## src/rtl/register_file_2r1w_pkg.sv

```systemverilog
// +-------------------------------------------------------------------------+
// | register_file_2r1w_pkg : shared widths and named register indices  rev 1.0 |
// +-------------------------------------------------------------------------+
`default_nettype none

package register_file_2r1w_pkg;

  localparam int WORD_W     = 32;
  localparam int REG_ADDR_W = 5;
  localparam int REG_COUNT  = 32;

  localparam logic [REG_ADDR_W-1:0] ZERO_REG = 5'd0;

  typedef enum logic [REG_ADDR_W-1:0] {
    ZERO = 5'd0,
    SP   = 5'd29,
    RA   = 5'd31
  } reg_idx_e;

endpackage

`default_nettype wire

```

## src/rtl/register_file_2r1w_if.sv

```systemverilog
// +-------------------------------------------------------------------------+
// | register_file_2r1w_if : two read ports and one write port      rev 1.0 |
// +-------------------------------------------------------------------------+
`default_nettype none

interface register_file_2r1w_if
  import register_file_2r1w_pkg::*;
#(
  parameter int WIDTH  = WORD_W,
  parameter int ADDR_W = REG_ADDR_W
);

  logic [ADDR_W-1:0] read_addr1;
  logic [ADDR_W-1:0] read_addr2;
  logic [WIDTH-1:0]  read_data1;
  logic [WIDTH-1:0]  read_data2;
  logic [ADDR_W-1:0] write_addr;
  logic [WIDTH-1:0]  write_data;
  logic              write_en;

  modport master (
    output read_addr1, read_addr2, write_addr, write_data, write_en,
    input  read_data1, read_data2
  );

  modport slave (
    input  read_addr1, read_addr2, write_addr, write_data, write_en,
    output read_data1, read_data2
  );

endinterface

`default_nettype wire

```

## src/rtl/register_file_2r1w_word.sv

```systemverilog
// +-------------------------------------------------------------------------+
// | register_word : WIDTH-bit enabled D register, async active-low clear rev 1.0 |
// +-------------------------------------------------------------------------+
`default_nettype none

module register_word
  import register_file_2r1w_pkg::*;
#(
  parameter int WIDTH = WORD_W
) (
  input  logic             clk,
  input  logic             rst_n,
  input  logic             i_we,
  input  logic [WIDTH-1:0] i_d,
  output logic [WIDTH-1:0] o_q
);

  logic [WIDTH-1:0] r_q;

  always_ff @(posedge clk or negedge rst_n) begin
    if (!rst_n) begin
      r_q <= '0;
    end else if (i_we) begin
      r_q <= i_d;
    end
  end

  assign o_q = r_q;

endmodule

`default_nettype wire

```

## src/rtl/register_file_2r1w.sv

```systemverilog
// +-------------------------------------------------------------------------+
// | register_file_2r1w : 2-read/1-write register file, r0 hardwired   rev 1.0 |
// +-------------------------------------------------------------------------+
`default_nettype none

module register_file_2r1w
  import register_file_2r1w_pkg::*;
#(
  parameter int WIDTH  = WORD_W,
  parameter int DEPTH  = REG_COUNT,
  parameter int ADDR_W = REG_ADDR_W,
  parameter int BYPASS = 1
) (
  input  logic                 clk,
  input  logic                 rst_n,
  register_file_2r1w_if.slave  bus
);

  localparam bit c_bypass = (BYPASS != 0);

  logic [WIDTH-1:0] w_q [DEPTH];
  logic             w_wr_ok;
  logic             w_hit1;
  logic             w_hit2;

  // Register 0 has no storage; its slot in the read array is a constant.
  assign w_q[0] = '0;

  assign w_wr_ok = rst_n && bus.write_en && (bus.write_addr != ADDR_W'(ZERO_REG));

  generate
    for (genvar i = 1; i < DEPTH; i++) begin : g_regs
      register_word #(
        .WIDTH (WIDTH)
      ) u_word (
        .clk   (clk),
        .rst_n (rst_n),
        .i_we  (w_wr_ok && (bus.write_addr == ADDR_W'(i))),
        .i_d   (bus.write_data),
        .o_q   (w_q[i])
      );
    end
  endgenerate

  // Forwarding reuses w_wr_ok, so r0 writes and writes under reset never bypass.
  assign w_hit1 = c_bypass && w_wr_ok && (bus.write_addr == bus.read_addr1);
  assign w_hit2 = c_bypass && w_wr_ok && (bus.write_addr == bus.read_addr2);

  assign bus.read_data1 = !rst_n ? '0 : (w_hit1 ? bus.write_data : w_q[bus.read_addr1]);
  assign bus.read_data2 = !rst_n ? '0 : (w_hit2 ? bus.write_data : w_q[bus.read_addr2]);

endmodule

`default_nettype wire

```

## src/flat_wrapper.sv

```systemverilog
// flat-port wrapper written by rule: the top's interface ports become plain ports
module register_file_2r1w_flat import register_file_2r1w_pkg::*;
#(
  parameter int WIDTH  = WORD_W,
  parameter int DEPTH  = REG_COUNT,
  parameter int ADDR_W = REG_ADDR_W,
  parameter int BYPASS = 1
)
  (clk, rst_n, bus_read_addr1, bus_read_addr2, bus_write_addr, bus_write_data, bus_write_en, bus_read_data1, bus_read_data2);
  register_file_2r1w_if #(.WIDTH(WIDTH), .ADDR_W(ADDR_W)) bus_i ();
  input  logic clk;
  input  logic rst_n;
  input wire logic [$bits(bus_i.read_addr1)-1:0] bus_read_addr1;
  input wire logic [$bits(bus_i.read_addr2)-1:0] bus_read_addr2;
  input wire logic [$bits(bus_i.write_addr)-1:0] bus_write_addr;
  input wire logic [$bits(bus_i.write_data)-1:0] bus_write_data;
  input wire logic [$bits(bus_i.write_en)-1:0] bus_write_en;
  output wire logic [$bits(bus_i.read_data1)-1:0] bus_read_data1;
  output wire logic [$bits(bus_i.read_data2)-1:0] bus_read_data2;
  assign bus_i.read_addr1 = bus_read_addr1;
  assign bus_i.read_addr2 = bus_read_addr2;
  assign bus_i.write_addr = bus_write_addr;
  assign bus_i.write_data = bus_write_data;
  assign bus_i.write_en = bus_write_en;
  assign bus_read_data1 = bus_i.read_data1;
  assign bus_read_data2 = bus_i.read_data2;
  register_file_2r1w #(.WIDTH(WIDTH), .DEPTH(DEPTH), .ADDR_W(ADDR_W), .BYPASS(BYPASS)) u_core (.clk(clk), .rst_n(rst_n), .bus(bus_i));
endmodule
```

## config.mk

```make
export PLATFORM = sky130hd
export DESIGN_NAME = register_file_2r1w_flat
export DESIGN_NICKNAME = d
export VERILOG_FILES = /design/src/rtl/register_file_2r1w_pkg.sv /design/src/rtl/register_file_2r1w_if.sv /design/src/rtl/register_file_2r1w_word.sv /design/src/rtl/register_file_2r1w.sv /design/src/flat_wrapper.sv
export SDC_FILE = /design/constraint.sdc
export NUM_CORES = 2
export LEC_CHECK = 0
export BUFFER_PORTS_ARGS = -buffer_cell sky130_fd_sc_hd__buf_4
export CAP_MARGIN = 20
export CORE_MARGIN = 8
export CORE_UTILIZATION = 51
export CTS_CLUSTER_DIAMETER = 100
export CTS_CLUSTER_SIZE = 40
export DETAILED_ROUTE_END_ITERATION = 10
export GPL_TIMING_DRIVEN = 0
export PLACE_DENSITY = 0.68
export SYNTH_ARGS = -nofsm -noshare
export SYNTH_HDL_FRONTEND = slang
export SYNTH_HIERARCHICAL = 1
export SYNTH_SLANG_ARGS = --single-unit
export TNS_END_PERCENT = 20
```

## constraint.sdc

```tcl
create_clock -name clk -period 4.5 [get_ports clk]
set_clock_uncertainty 0.1 [all_clocks]
set_input_delay 1.35 -clock clk [delete_from_list [all_inputs] [get_ports clk]]
set_output_delay 1.35 -clock clk [all_outputs]
set_load 0.01 [all_outputs]
```

==> out/metrics.yaml <==
route:
  dr.pass1.iters: 8
  ant_nets: 0
  wl_um: 247000
  vias: 42435
  drtIter0Drc: 5710
  drcViolationCount: 0
  wire_per_inst_um: 41.7
  viasPerCell: 7.15
timing:
  final-hold-violation-count: 0
  finalCriticalPeriod_ns: 5.09
  setup_viol: 64
  slew_violations: 0
  grt_setup_unrepaired: "true"
  fmax_mhz: 196
  tightest_slew_ns: 1.28
  setup_tns_ns: -28.11
  relSlewSlack_pct: 14.6
  period_share_pct: 113
  setup_slack_ns: -0.593
synthesis:
  synth_edf_count: 0
  synth_most_common_cell: "dfrtp_1"
  ys.flop_type: "dfrtp_1"
  ys_top_cells_by_area: "dfrtp_1 42%, mux2_4 23%, mux4_2 11%, mux2i_1 6.1%, buf_12 3.1%"
  async_reset_ff_share_pct: 100
  yosysTopAreaCellShare_pct: 41.7
  synth_cells: 3974
  yosysSeqAreaShare_pct: 41.7
  synth.largest_area_cell: "dfrtp_1"
  synth_area_um2: 59600
  synth_cell_types: 53
  synth_warnings: 6
  yosys_register_bits: 992
  synth.top_cells.by_count: "992 x dfrtp_1, 930 x mux2_4, 361 x mux2i_1"
  syn_nets: 4024
  syn_avg_cell_area_um2: 15.0
grt:
  grt_max_degree: 162
  grt_pass1_wl_um: 338000
  antenna_found_initial: 18
  grt_usage_pct: 37.5
  overflow: 0
  first_global_vias: 41440
power:
  ir_drop_mv: 0.347
  p_clk_share_pct: 23.6
  p_seq_share_pct: 47.5
  leakage_nw: 31.5
  cellPowerDensity_nw_per_um2: 324
  swShare_pct: 32.8
  p_sw_mw: 7.70
  pwr-share-comb_pct: 28.9
  p_int_mw: 15.8
floorplan:
  dieArea_um2: 128000
  core_area_um2: 116000
  die_w_um: 358
  initial_core_util_pct: 51.3
  io_pins: 114
  die_h_um: 358
  rows: 125
outcome:
  outcome: "finished with violations"
  violations: "negative setup slack"
cells_and_area:
  multi_input_area_um2: 34200
  drive_above_1_share_pct: 57.2
  register_area_um2: 24800
  syn2layout_area_growth_pct: 21.5
  nets: 4417
  fillers: 8514
  largest_register_ff_count: 992
clocking:
  cts_tree: "built"
  clkTransAtPathRegs_ns: 0.13
  clock_latency_ns: 0.72
  clockBufferDepth: 3
  cts.sinks: 992
  htreeDepth: 2
  cts_buffers: 41
  cts-root-buf: "clkbuf_16"
placement:
  dp_slack_ns: -3.12
  hpwl_um: 164000
  io_buffers: 106
  globalplace.congestion: 1.07
setup_path:
  crit_path_end_kind: "primary output"
  critPathKind: "in -> out"
  cp-start-kind: "input port"
  cp.required_ns: 3.05
  cp_max_fo: 10
  worst_ep_arrival_time_ns: 3.64
  reg2reg_depth: 1
flow_run:
  drv_cap: 0
hold_path:
  hold_class: "in -> async"
what timing repair did:
action,in CTS,in global routing
hold endpoints to repair,0,0
cloned,31,6
buffers inserted,97,87
gates resized for setup,1057,185
pin swaps,92,77
hold buffers,0,0
endpoints found under the setup margin,64,175
power groups by stage:
stage | Combinational [mW] | Sequential [mW] | Clock, mW
floorplan | 3.66 | 10.9 | 0
global placement | 5.28 | 11.2 | 0
detailed placement | 5.43 | 11.2 | 0
CTS | 6.37 | 11.1 | 5.57
global route | 6.94 | 11.2 | 5.85
finish | 6.80 | 11.1 | 5.54
placed cells by master (no fill, tap or decap), types with 20 or more instances in the layout:
| master | instances |
|---|---|
| buf_16 | 61 |
| mux2_4 | 930 |
| clkbuf_4 | 24 |
| o22ai_2 | 20 |
| nor3_2 | 24 |
| mux2_2 | 155 |
| nor2_1 | 113 |
| buf_4 | 230 |
| clkbuf_16 | 50 |
| nand2_1 | 65 |
| a21oi_1 | 21 |
| nor2b_1 | 39 |
| mux4_2 | 288 |
| dfrtp_1 | 992 |
| a22o_1 | 22 |
| mux2i_1 | 287 |
| mux2i_4 | 55 |
| o21ai_0 | 34 |
| buf_8 | 26 |
| clkbuf_2 | 22 |
| o21ai_1 | 20 |
| o22ai_1 | 63 |
| buf_12 | 165 |
| buf_6 | 123 |
| a22oi_1 | 74 |
final cells by class:
cell class / count / area share (%)
multi-input cells: 2620 / 47.2
flip-flops and latches: 992 / 34.3
plain buffers: 351 / 7.73
repair buffers: 358 / 5.86
well taps: 1524 / 2.63
clock buffers: 44 / 1.48
clock inverters: 31 / 0.707
diodes: 10 / 0.0346
inverters: 3 / 0.0277
kinds of logic after synthesis:
kind of cell / Yosys count / synth area share (%)
compound gates: 502 / 6.04
xor+xnor: 10 / 0.147
buf+inv: 363 / 5.91
flops: 992 / 41.7
mux: 1734 / 43.3
simple gates: 373 / 2.90
worst paths after layout:
check | start | end | slack [ns]
worst max-delay path | bus_read_addr2[0] | bus_read_data2[9] | -0.59
min in group clk | u_core/g_regs[12].u_word/o_q[9] | u_core/g_regs[12].u_word/o_q[9] | 0.44
worst max register to register | u_core/g_regs[30].u_word/o_q[0] | u_core/g_regs[30].u_word/o_q[0] | 3.53
worst min-delay path | rst_n | u_core/g_regs[18].u_word/o_q[15] | 0.37
max in group asynchronous | rst_n | u_core/g_regs[30].u_word/o_q[5] | 2.08
worst min register to register | u_core/g_regs[12].u_word/o_q[9] | u_core/g_regs[12].u_word/o_q[9] | 0.44
critical path, stage by stage:
cell and delay [ns]:
buf_16 0.18, buf_16 0.17, buf_16 0.19, buf_8 0.20, mux2i_1 0.26, o22ai_2 0.13
o311ai_4 0.74, a21oi_2 0.20, buf_4 0.19
metrics by stage:
stage / instance area (um2) / hold slack, ns / util [%] / power [mW] / std cells
finish: 72400 / 0.370 / 62.4 / 23.5 / 5933
global placement: 62300 / 0.404 / 53.7 / 16.4 / 5604
detailed placement: 62700 / 0.411 / 54.0 / 16.6 / 5639
floorplan: 59600 / 0.392 / - / 14.5 / 3974
CTS: 70700 / 0.392 / 60.9 / 23.0 / 5836
global route: 72400 / 0.356 / 62.4 / 24.0 / 5927
routing by layer:
metal | vias up | wire length, um | track usage [%]
li1 | 16041 | - | -
met1 | 22231 | 91900 | 47.8
met2 | 3272 | 103000 | 52.7
met3 | 877 | 32100 | 15.0
met4 | 14 | 20500 | 24.3
met5 | - | 217 | 0.807
No activity file was read; power rests on OpenSTA's default activity.
